File: src/rtl/branch_ctrl_pkg.sv
// Shared types, default widths and helpers for the branch controller slice.
// Package name x9_ctrl_pkg is the one other control blocks import.
package x9_ctrl_pkg;

  localparam int unsigned A_DEF  = 4;
  localparam int unsigned L_DEF  = 3;
  localparam int unsigned CW_DEF = 16;

  typedef enum logic [1:0] {
    IDLE = 2'd0,
    LOAD = 2'd1,
    RUN  = 2'd2,
    DONE = 2'd3
  } state_e;

  // Increment v, holding at the all-ones value of a w-bit counter (w <= 32).
  function automatic logic [31:0] sat_inc(input logic [31:0] v, input int unsigned w);
    logic [31:0] max_v;
    max_v = (w >= 32) ? '1 : ((32'd1 << w) - 32'd1);
    return (v >= max_v) ? max_v : v + 32'd1;
  endfunction

endpackage

File: src/rtl/branch_ctrl_if.sv
// Decode/fetch-side signal bundle of branch_ctrl; master is the controller.
// Optional BRANCH_CTRL_STATS_EN adds branch_count/taken_count.
interface branch_ctrl_if
  import x9_ctrl_pkg::*;
#(
  parameter int unsigned A  = A_DEF,
  parameter int unsigned L  = L_DEF,
  parameter int unsigned CW = CW_DEF
);

  logic          start;
  logic [A-1:0]  start_addr;
  logic          inst_is_branch;
  logic          branch_cond;
  logic [L-1:0]  lut_idx;
  logic          inst_is_halt;
  logic          lut_we;
  logic [L-1:0]  lut_waddr;
  logic [A-1:0]  lut_wdata;

  logic          if_load;
  logic          ctrl_branch;
  logic          take_branch;
  logic [A-1:0]  inst_addr_out;
  logic          halt;
  logic          done;
  logic [CW-1:0] cycle_count;
`ifdef BRANCH_CTRL_STATS_EN
  logic [CW-1:0] branch_count;
  logic [CW-1:0] taken_count;
`endif

  modport master (
    input  start, start_addr, inst_is_branch, branch_cond, lut_idx,
           inst_is_halt, lut_we, lut_waddr, lut_wdata,
`ifdef BRANCH_CTRL_STATS_EN
    output branch_count, taken_count,
`endif
    output if_load, ctrl_branch, take_branch, inst_addr_out, halt, done,
           cycle_count
  );

  modport slave (
    output start, start_addr, inst_is_branch, branch_cond, lut_idx,
           inst_is_halt, lut_we, lut_waddr, lut_wdata,
`ifdef BRANCH_CTRL_STATS_EN
    input  branch_count, taken_count,
`endif
    input  if_load, ctrl_branch, take_branch, inst_addr_out, halt, done,
           cycle_count
  );

endinterface

File: src/rtl/branch_ctrl_lut.sv
// branch_lut: 2**L x A branch target register file.
// Synchronous write and reset, asynchronous read (old data on same-cycle write).
module branch_lut
  import x9_ctrl_pkg::*;
#(
  parameter int unsigned A = A_DEF,
  parameter int unsigned L = L_DEF
) (
  input  logic         clk,
  input  logic         reset,
  input  logic         we,
  input  logic [L-1:0] waddr,
  input  logic [A-1:0] wdata,
  input  logic [L-1:0] raddr,
  output logic [A-1:0] rdata
);

  logic [A-1:0] mem_q [2**L];
  logic [A-1:0] mem_d [2**L];

  always_comb begin
    mem_d = mem_q;
    if (we) mem_d[waddr] = wdata;
  end

  always_ff @(posedge clk) begin
    if (reset) begin
      for (int unsigned i = 0; i < 2**L; i++) mem_q[i] <= '0;
    end else begin
      mem_q <= mem_d;
    end
  end

  assign rdata = mem_q[raddr];

endmodule

File: src/rtl/branch_ctrl.sv
// branch_ctrl: sequences program start/halt/done for the fetch unit and
// resolves branch targets via branch_lut. `define BRANCH_CTRL_STATS_EN adds branch stats.
module branch_ctrl
  import x9_ctrl_pkg::*;
#(
  parameter int unsigned A  = A_DEF,
  parameter int unsigned L  = L_DEF,
  parameter int unsigned CW = CW_DEF
) (
  input  logic          clk,
  input  logic          reset,
  branch_ctrl_if.master bus
);

  state_e        state_q, state_d;
  logic [A-1:0]  saddr_q, saddr_d;
  logic [CW-1:0] cyc_q, cyc_d;
  logic [A-1:0]  lut_rdata;
  logic          start_ok;
  logic          in_run;
  logic          br_fire;
`ifdef BRANCH_CTRL_STATS_EN
  logic [CW-1:0] brc_q, brc_d;
  logic [CW-1:0] tkc_q, tkc_d;
`endif

  branch_lut #(.A(A), .L(L)) u_lut (
    .clk   (clk),
    .reset (reset),
    .we    (bus.lut_we),
    .waddr (bus.lut_waddr),
    .wdata (bus.lut_wdata),
    .raddr (bus.lut_idx),
    .rdata (lut_rdata)
  );

  always_ff @(posedge clk) begin
    if (reset) state_q <= IDLE;
    else       state_q <= state_d;
  end

  always_comb begin
    state_d = state_q;
    case (state_q)
      IDLE:    if (bus.start) state_d = LOAD;
      LOAD:    state_d = RUN;
      RUN:     if (bus.inst_is_halt) state_d = DONE;
      DONE:    if (bus.start) state_d = LOAD;
      default: state_d = IDLE;
    endcase
  end

  // Halt in RUN is combinational so the PC holds in the halting cycle.
  always_comb begin
    bus.if_load       = 1'b0;
    bus.ctrl_branch   = 1'b0;
    bus.take_branch   = 1'b0;
    bus.inst_addr_out = '0;
    bus.halt          = 1'b1;
    bus.done          = 1'b0;
    case (state_q)
      LOAD: begin
        bus.if_load       = 1'b1;
        bus.halt          = 1'b0;
        bus.inst_addr_out = saddr_q;
      end
      RUN: begin
        bus.ctrl_branch   = bus.inst_is_branch & ~bus.inst_is_halt;
        bus.take_branch   = bus.branch_cond;
        bus.inst_addr_out = lut_rdata;
        bus.halt          = bus.inst_is_halt;
      end
      DONE:    bus.done = 1'b1;
      default: ;
    endcase
  end

  always_comb begin
    start_ok = bus.start & ((state_q == IDLE) | (state_q == DONE));
    in_run   = (state_q == RUN);
    br_fire  = in_run & bus.inst_is_branch & ~bus.inst_is_halt;
    saddr_d  = start_ok ? bus.start_addr : saddr_q;
    cyc_d    = cyc_q;
    if (start_ok)    cyc_d = '0;
    else if (in_run) cyc_d = CW'(sat_inc(32'(cyc_q), CW));
`ifdef BRANCH_CTRL_STATS_EN
    brc_d = brc_q;
    tkc_d = tkc_q;
    if (start_ok) begin
      brc_d = '0;
      tkc_d = '0;
    end else if (br_fire) begin
      brc_d = CW'(sat_inc(32'(brc_q), CW));
      if (bus.branch_cond) tkc_d = CW'(sat_inc(32'(tkc_q), CW));
    end
`endif
  end

  always_ff @(posedge clk) begin
    if (reset) begin
      saddr_q <= '0;
      cyc_q   <= '0;
`ifdef BRANCH_CTRL_STATS_EN
      brc_q   <= '0;
      tkc_q   <= '0;
`endif
    end else begin
      saddr_q <= saddr_d;
      cyc_q   <= cyc_d;
`ifdef BRANCH_CTRL_STATS_EN
      brc_q   <= brc_d;
      tkc_q   <= tkc_d;
`endif
    end
  end

  assign bus.cycle_count = cyc_q;
`ifdef BRANCH_CTRL_STATS_EN
  assign bus.branch_count = brc_q;
  assign bus.taken_count  = tkc_q;
`else
  logic unused_br_fire;
  assign unused_br_fire = br_fire;
`endif

endmodule

File: src/flat_wrapper.sv
// flat-port wrapper written by rule: the top's interface ports become plain ports
module branch_ctrl_flat import x9_ctrl_pkg::*;
#(
  parameter int unsigned A  = A_DEF,
  parameter int unsigned L  = L_DEF,
  parameter int unsigned CW = CW_DEF
)
  (clk, reset, bus_start, bus_start_addr, bus_inst_is_branch, bus_branch_cond, bus_lut_idx, bus_inst_is_halt, bus_lut_we, bus_lut_waddr, bus_lut_wdata, bus_if_load, bus_ctrl_branch, bus_take_branch, bus_inst_addr_out, bus_halt, bus_done, bus_cycle_count);
  branch_ctrl_if #(.A(A), .L(L), .CW(CW)) bus_i ();
  input  logic clk;
  input  logic reset;
  input wire logic [$bits(bus_i.start)-1:0] bus_start;
  input wire logic [$bits(bus_i.start_addr)-1:0] bus_start_addr;
  input wire logic [$bits(bus_i.inst_is_branch)-1:0] bus_inst_is_branch;
  input wire logic [$bits(bus_i.branch_cond)-1:0] bus_branch_cond;
  input wire logic [$bits(bus_i.lut_idx)-1:0] bus_lut_idx;
  input wire logic [$bits(bus_i.inst_is_halt)-1:0] bus_inst_is_halt;
  input wire logic [$bits(bus_i.lut_we)-1:0] bus_lut_we;
  input wire logic [$bits(bus_i.lut_waddr)-1:0] bus_lut_waddr;
  input wire logic [$bits(bus_i.lut_wdata)-1:0] bus_lut_wdata;
  output wire logic [$bits(bus_i.if_load)-1:0] bus_if_load;
  output wire logic [$bits(bus_i.ctrl_branch)-1:0] bus_ctrl_branch;
  output wire logic [$bits(bus_i.take_branch)-1:0] bus_take_branch;
  output wire logic [$bits(bus_i.inst_addr_out)-1:0] bus_inst_addr_out;
  output wire logic [$bits(bus_i.halt)-1:0] bus_halt;
  output wire logic [$bits(bus_i.done)-1:0] bus_done;
  output wire logic [$bits(bus_i.cycle_count)-1:0] bus_cycle_count;
  assign bus_i.start = bus_start;
  assign bus_i.start_addr = bus_start_addr;
  assign bus_i.inst_is_branch = bus_inst_is_branch;
  assign bus_i.branch_cond = bus_branch_cond;
  assign bus_i.lut_idx = bus_lut_idx;
  assign bus_i.inst_is_halt = bus_inst_is_halt;
  assign bus_i.lut_we = bus_lut_we;
  assign bus_i.lut_waddr = bus_lut_waddr;
  assign bus_i.lut_wdata = bus_lut_wdata;
  assign bus_if_load = bus_i.if_load;
  assign bus_ctrl_branch = bus_i.ctrl_branch;
  assign bus_take_branch = bus_i.take_branch;
  assign bus_inst_addr_out = bus_i.inst_addr_out;
  assign bus_halt = bus_i.halt;
  assign bus_done = bus_i.done;
  assign bus_cycle_count = bus_i.cycle_count;
  branch_ctrl #(.A(A), .L(L), .CW(CW)) u_core (.clk(clk), .reset(reset), .bus(bus_i));
endmodule
File: config.mk
export PLATFORM = sky130hd
export DESIGN_NAME = branch_ctrl_flat
export DESIGN_NICKNAME = d
export VERILOG_FILES = /design/src/rtl/branch_ctrl_pkg.sv /design/src/rtl/branch_ctrl_if.sv /design/src/rtl/branch_ctrl_lut.sv /design/src/rtl/branch_ctrl.sv /design/src/flat_wrapper.sv
export SDC_FILE = /design/constraint.sdc
export NUM_CORES = 1
export LEC_CHECK = 0
export BUFFER_PORTS_ARGS = -buffer_cell sky130_fd_sc_hd__buf_2
export CORE_ASPECT_RATIO = 1.4
export CORE_MARGIN = 1
export CORE_UTILIZATION = 50
export CTS_CLUSTER_DIAMETER = 80
export DETAILED_ROUTE_END_ITERATION = 6
export GPL_ROUTABILITY_DRIVEN = 1
export HOLD_SLACK_MARGIN = 0.1
export PLACE_DENSITY = 0.71
export SYNTH_ARGS = -nofsm -noshare
export SYNTH_HDL_FRONTEND = slang
export SYNTH_SLANG_ARGS = --single-unit
File: constraint.sdc
create_clock -name clk -period 2.5 [get_ports clk]
set_input_delay 0 -clock clk [delete_from_list [all_inputs] [get_ports clk]]
set_output_delay 0 -clock clk [all_outputs]
set_load 0.02 [all_outputs]
Yosys cells after proc, flatten, opt, wreduce, memory -nomap -nowiden

Cells that the tools add are included.

Bits in read-only memories: 0
Bits in registers: 54
Memories: 0
RAM bits: 0
Output and inout port bits: 25
Bits in latches: 0

Divide/modulo/power cells: 0
Reduce and logical (&&, ||, !) cells: 5
Shifts and indexed selects: 0
Bitwise gates (word level): 6
Magnitude comparators: 4
Eq/ne operators: 5
$add $sub $neg: 1
Multiplexer cells: 16
Multipliers: 0

Operators with widths:

| kind                                                                     | count |
|---|---|
| 32-bit bitwise mux                                                       | 1 |
| 16-bit by 1-bit adder with 16-bit output (second input constant)         | 1 |
| 16-bit greater-or-equal comparator (second input constant)               | 1 |
| 16-bit 2-to-1 mux                                                        | 1 |
| 4-bit binary-select mux with 3-bit select                                | 1 |
| 4-bit demux with 3-bit select                                            | 1 |
| 4-bit 2-to-1 mux                                                         | 3 |
| 4-bit greater-or-equal comparator (second input constant)                | 2 |
| 3-bit inverter with 4-bit output                                         | 2 |
| 4-bit one-hot mux with 2 select lines                                    | 1 |
| 2-bit one-hot mux with 3 select lines                                    | 1 |
| 2-bit equality test (second input constant)                              | 2 |
| 4-bit by 1-bit < comparator with 1-bit output (second input constant)    | 1 |
| 1-bit 2-to-1 mux                                                         | 4 |
| 2-bit 2-to-1 mux                                                         | 2 |
| 2-bit OR reduction                                                       | 2 |
| 1-bit bitwise AND                                                        | 2 |
| 2-bit by 1-bit equality test with 1-bit output (second input constant)   | 1 |
| 2-bit logical NOT                                                        | 1 |
| 2-bit by 1-bit inequality test with 1-bit output (second input constant) | 1 |
| 2-bit inequality test (second input constant)                            | 1 |
| 1-bit one-hot mux with 2 select lines                                    | 1 |
| 2-bit AND reduction                                                      | 1 |
| 1-bit logical AND                                                        | 1 |
| other kinds (2)                                                          | 2 |

Longest topological paths before layout

Word-level depth: 6
Mapped depth: 6
Gate-level depth less buffers: 6

By module

From an unflattened synthesis, not the netlist that was laid out.

Cell total of the unflattened synthesis: 261
Area, all modules: 2673.8 sq um

By module, submodules not included:

| module      | seq. area each (sq um) | instances | cells an instance | area each (sq um) |
|---|---|---|---|---|
| branch_lut  | 640.6                  | 1         | 132               | 1508.9 |
| branch_ctrl | 440.4                  | 1         | 129               | 1164.9 |

Worst setup path before layout

OpenSTA, ideal clock, no wires.

Kind: register to register
From: reg u_core.cyc_q[0] (netlist: u_core.bus.cycle_count[0])
To: reg u_core.cyc_q[14] (netlist: u_core.bus.cycle_count[14])
Setup slack: 0.905 ns
Cell stages (with the launch flop): 6
Library setup time: 0.086 ns
Buffers on the path: 0
Clock period less this slack: 1.595 ns
Arrival time: 1.510 ns
Path through: dfxtp_1 -> ha_1 -> nand4_2 -> nor3_4 -> a31oi_1 -> a211oi_1

Cells in the longest elaborated chain, start to end: 2

RTL lines:

| what                                                                                           | RTL line              | RTL |
|---|---|---|
| start, declared                                                                                | branch_ctrl.sv:17     | `logic [CW-1:0] cyc_q, cyc_d;` |
| start signal, assigned                                                                         | branch_ctrl.sv:109    | `cyc_q <= cyc_d;` |
| 16-bit by 1-bit adder with 16-bit output or 16-bit greater-or-equal comparator (tied branches) | branch_ctrl_pkg.sv:20 | `return (v >= max_v) ? max_v : v + 32'd1;` |
| 16-bit 2-to-1 mux (*)                                                                          | branch_ctrl_pkg.sv:20 |  |

Mark *: on every way between the ends. The rest lies on a longest branch, timed or not.
A chain may end at the register's enable or synchronous reset.

Worst setup path after layout

From: reg u_core.state_q[0]
To: reg u_core.state_q[1]

Cells in the longest elaborated chain, start to end: 4

RTL lines:

| what                                                              | RTL line          | RTL |
|---|---|---|
| start, declared                                                   | branch_ctrl.sv:15 | `state_e state_q, state_d;` |
| start signal, assigned                                            | branch_ctrl.sv:39 | `else state_q <= state_d;` |
| 2-bit equality test or 2-bit logical NOT (tied branches)          | branch_ctrl.sv:44 | `case (state_q)` |
| 2-bit OR reduction (no source line)                               | n/a               |  |
| 2-bit by 1-bit inequality test with 1-bit output (no source line) | n/a               |  |
| 2-bit AND reduction (no source line)                              | n/a               |  |

Parallel ways exist; a longest one is shown, timed or not.

==> impl_metrics.csv <==
group,metric,value,unit
timing,fin_crit_sh,0.843,
synthesis,synthArstFlopShare,0,
detailed_routing,viasPerCell,5.51,
synthesis,synth_edf_count,0,
timing,maxSlewViolCount,0,
setup_path,crit_slowest_cell,"dlygate4sd3_1",
placement,finalWeightedCongestion,0.816,
timing,skew,1.27,ps
global_route,grt_max_degree,37,
timing,tightest_slew,517,ps
synthesis,syn-cell-area,2650,um^2
timing,final_hold_viol_count,0,
floorplanning,ioPinCount,46,
setup_path,setup.worst_path.start_class,"flop",
floorplanning,die_y,88.1,um
floorplanning,num_rows,31,
detailed_routing,dr.pass1.iters,4,
global_route,grt_pass1_wl,9380,um
synthesis,netlist_instances,284,
detailed_routing,drt-initial-drc-count,115,
floorplanning,die_w,63.5,um
cts,postCtsSetupRepairBufs,0,
cts,clock_tree.htree_level_count,2,
cts,clock-sinks,54,
synthesis,synth_common_cells,"dfxtp_1, nor2_1, mux2i_1",
timing,setup_tns,0,ps
setup_path,worst-path-max-fanout,10,
detailed_routing,vias,2204,
global_route,globalRouteOverflowTotal,0,
setup_path,criticalPathCategory,"reg -> reg",
cts,cts-resized-gates,0,
timing,holdWs,169,ps
placement,place_area,2890,um^2
timing,min_period,2110,ps
synthesis,synth_most_common_cell,"dfxtp_1",
synthesis,synth_top_area_share,0.409,
power,ir_worst_vdd,0.416,mV
synthesis,yosys.area.top_type,"dfxtp_1",
run_status,status,"complete, no violations",
cts,cts-root-buf,"clkbuf_8",
timing,setup_violations,0,
setup_path,cp-end-kind,"flop",
setup_path,critPathArrivalTime,2300,ps
synthesis,yosys_register_bits,54,
setup_path,crit_path_cell_trace,"inv_1, ha_1, buf_4, nor2b_1, or2_0, a21oi_1, dlygate4sd3_1",
finish,nets,358,
global_route,antenna_found_initial,0,
synthesis,yosysSeqAreaShare,0.409,
floorplanning,dieArea,5590,um^2
setup_path,crit_required,2690,ps
detailed_routing,wl_per_cell,14.6,um
cts,clk_transition_reported_paths,90,ps
cts,cts_tree,"yes",
cts,ctsLongestPathBuffers,2,
global_route,grt_pass1_vias,1965,
cts,clock_latency,300,ps
synthesis,syn-num-nets,309,
floorplanning,start_util,0.517,
detailed_routing,wl,5860,um
finish,syn_to_final_growth,18.6,%
placement,dp.final_hpwl,4110,um
synthesis,synth_area_per_cell,9.32,um^2
floorplanning,coreArea,5120,um^2
timing,max_slew_margin,0.654,
synthesis,synth_cell_types,37,
finish,layout-drive-gt1-share,0.219,
synthesis,yosysWarnings,0,
detailed_routing,detail-route-antenna-nets,0,
timing,fmax,0.475,GHz
synthesis,synthTopCellsByArea,"dfxtp_1, mux2i_1, nor2_1",
finish,num_antenna_cells,0,
synthesis,synth_ff_type,"dfxtp_1",
power,power.density,632,nW/um^2
cts,hold_buffers,14,
cts,cts_inserted_buffers,5,
power,p_leak,1.33,nW
min_path,worstHoldPathType,"in -> reg",
finish,finalInstanceArea,3140,um^2
flow_run,drv_cap,0,
setup_path,slowest_delay,560,ps
timing,grt_setup_unrepaired,"false",
finish,utilization,0.613,
placement,portBuffers,45,
global_route,grt_usage,0.216,
detailed_routing,drcViolationCount,0,
flip-flops by register name, summed over array words and instances (netlist names):
| signal | count |
|---|---|
| u_core.state_q | 2 |
| u_core.bus.cycle_count | 16 |
| u_core.saddr_q | 4 |
| u_core.u_lut.mem_q | 32 |
path summary, 6_finish.rpt:
check / startpoint / to / slack (ps) / cells after the start
max: u_core.state_q[0] / u_core.state_q[1] / 390 / 7
min: bus_start / u_core.saddr_q[3] / 170 / 4
max reg2reg: u_core.state_q[0] / u_core.state_q[1] / 390 / 7
min reg2reg: u_core.saddr_q[0] / u_core.saddr_q[0] / 470 / 2
cell families after synthesis:
group | count (synthesis) | synth area share
compound gates | 40 | 0.0913
xor+xnor | 9 | 0.0298
fa+ha+maj | 4 | 0.0189
buf+inv | 23 | 0.0364
flops | 54 | 0.409
mux | 42 | 0.178
simple gates | 112 | 0.237
power breakdown:
part / switching [W] / total [W] / internal (W)
registers: 0.0000366 / 0.000941 / 0.000905
logic: 0.000300 / 0.000490 / 0.000190
clock network: 0.000273 / 0.000553 / 0.000280
per-stage QoR:
step                      total power, W  cells  setup WS [ps]
after global placement           0.00140    378            708
after detailed placement         0.00140    378            625
after global routing             0.00209    400            206
after floorplan                  0.00128    284            905
after CTS                        0.00199    400            404
final                            0.00198    400            393
critical path, delay by kind of cell (launching register included):
family,cells,cell delay (ps)
and+or+nand+nor,2,440
buffers and inverters,3,860
adders and majority gates,1,280
AOI/OAI and AO/OA,1,60
DFF,1,350
per-layer routing:
metal  wire [um]  GRT usage
met1        2440      0.247
met2        3100      0.394
met3         193     0.0417
met4         125     0.0868
met5           0          0
layout by cell type (no fill, tap or decap):
cell / Yosys / routed
a31oi_1: 1 / 1
nand4b_1: 3 / 3
nand2_1: 19 / 19
inv_1: 4 / 4
buf_4: 1 / 2
xnor2_1: 6 / 6
nand4_2: 3 / 3
mux2i_1: 38 / 38
a21oi_1: 24 / 24
a211oi_1: 2 / 2
a211o_1: 4 / 4
o21ai_0: 3 / 3
o2111ai_1: 4 / 4
buf_2: 5 / 45
nor4_2: 4 / 4
nand2b_1: 2 / 2
nor4_1: 1 / 1
nor3b_2: 2 / 2
nor2b_1: 5 / 5
nor2_1: 41 / 41
mux4_2: 4 / 4
nand4_1: 4 / 4
ha_1: 4 / 4
and3_1: 1 / 1
dlygate4sd3_1: 0 / 14
nor3_4: 1 / 1
or2_0: 1 / 1
nor3_2: 3 / 3
o211ai_1: 1 / 1
nand3_1: 14 / 14
a21o_1: 1 / 1
dfxtp_1: 54 / 54
nand4_4: 1 / 1
and2_1: 3 / 3
xor2_1: 3 / 3
clkbuf_8: 0 / 8
nor3_1: 4 / 4
cell type report:
| type | count | area [um^2] |
|---|---|---|
| fill | 481 | 1980 |
| multi-input combinational | 207 | 1470 |
| sequential | 54 | 1080 |
| timing repair buffer | 61 | 380 |
| clock buffer | 8 | 110 |
| tap | 66 | 82.6 |
| inverter | 4 | 15.0 |
Note: power is estimated with default switching activity, not from simulation.
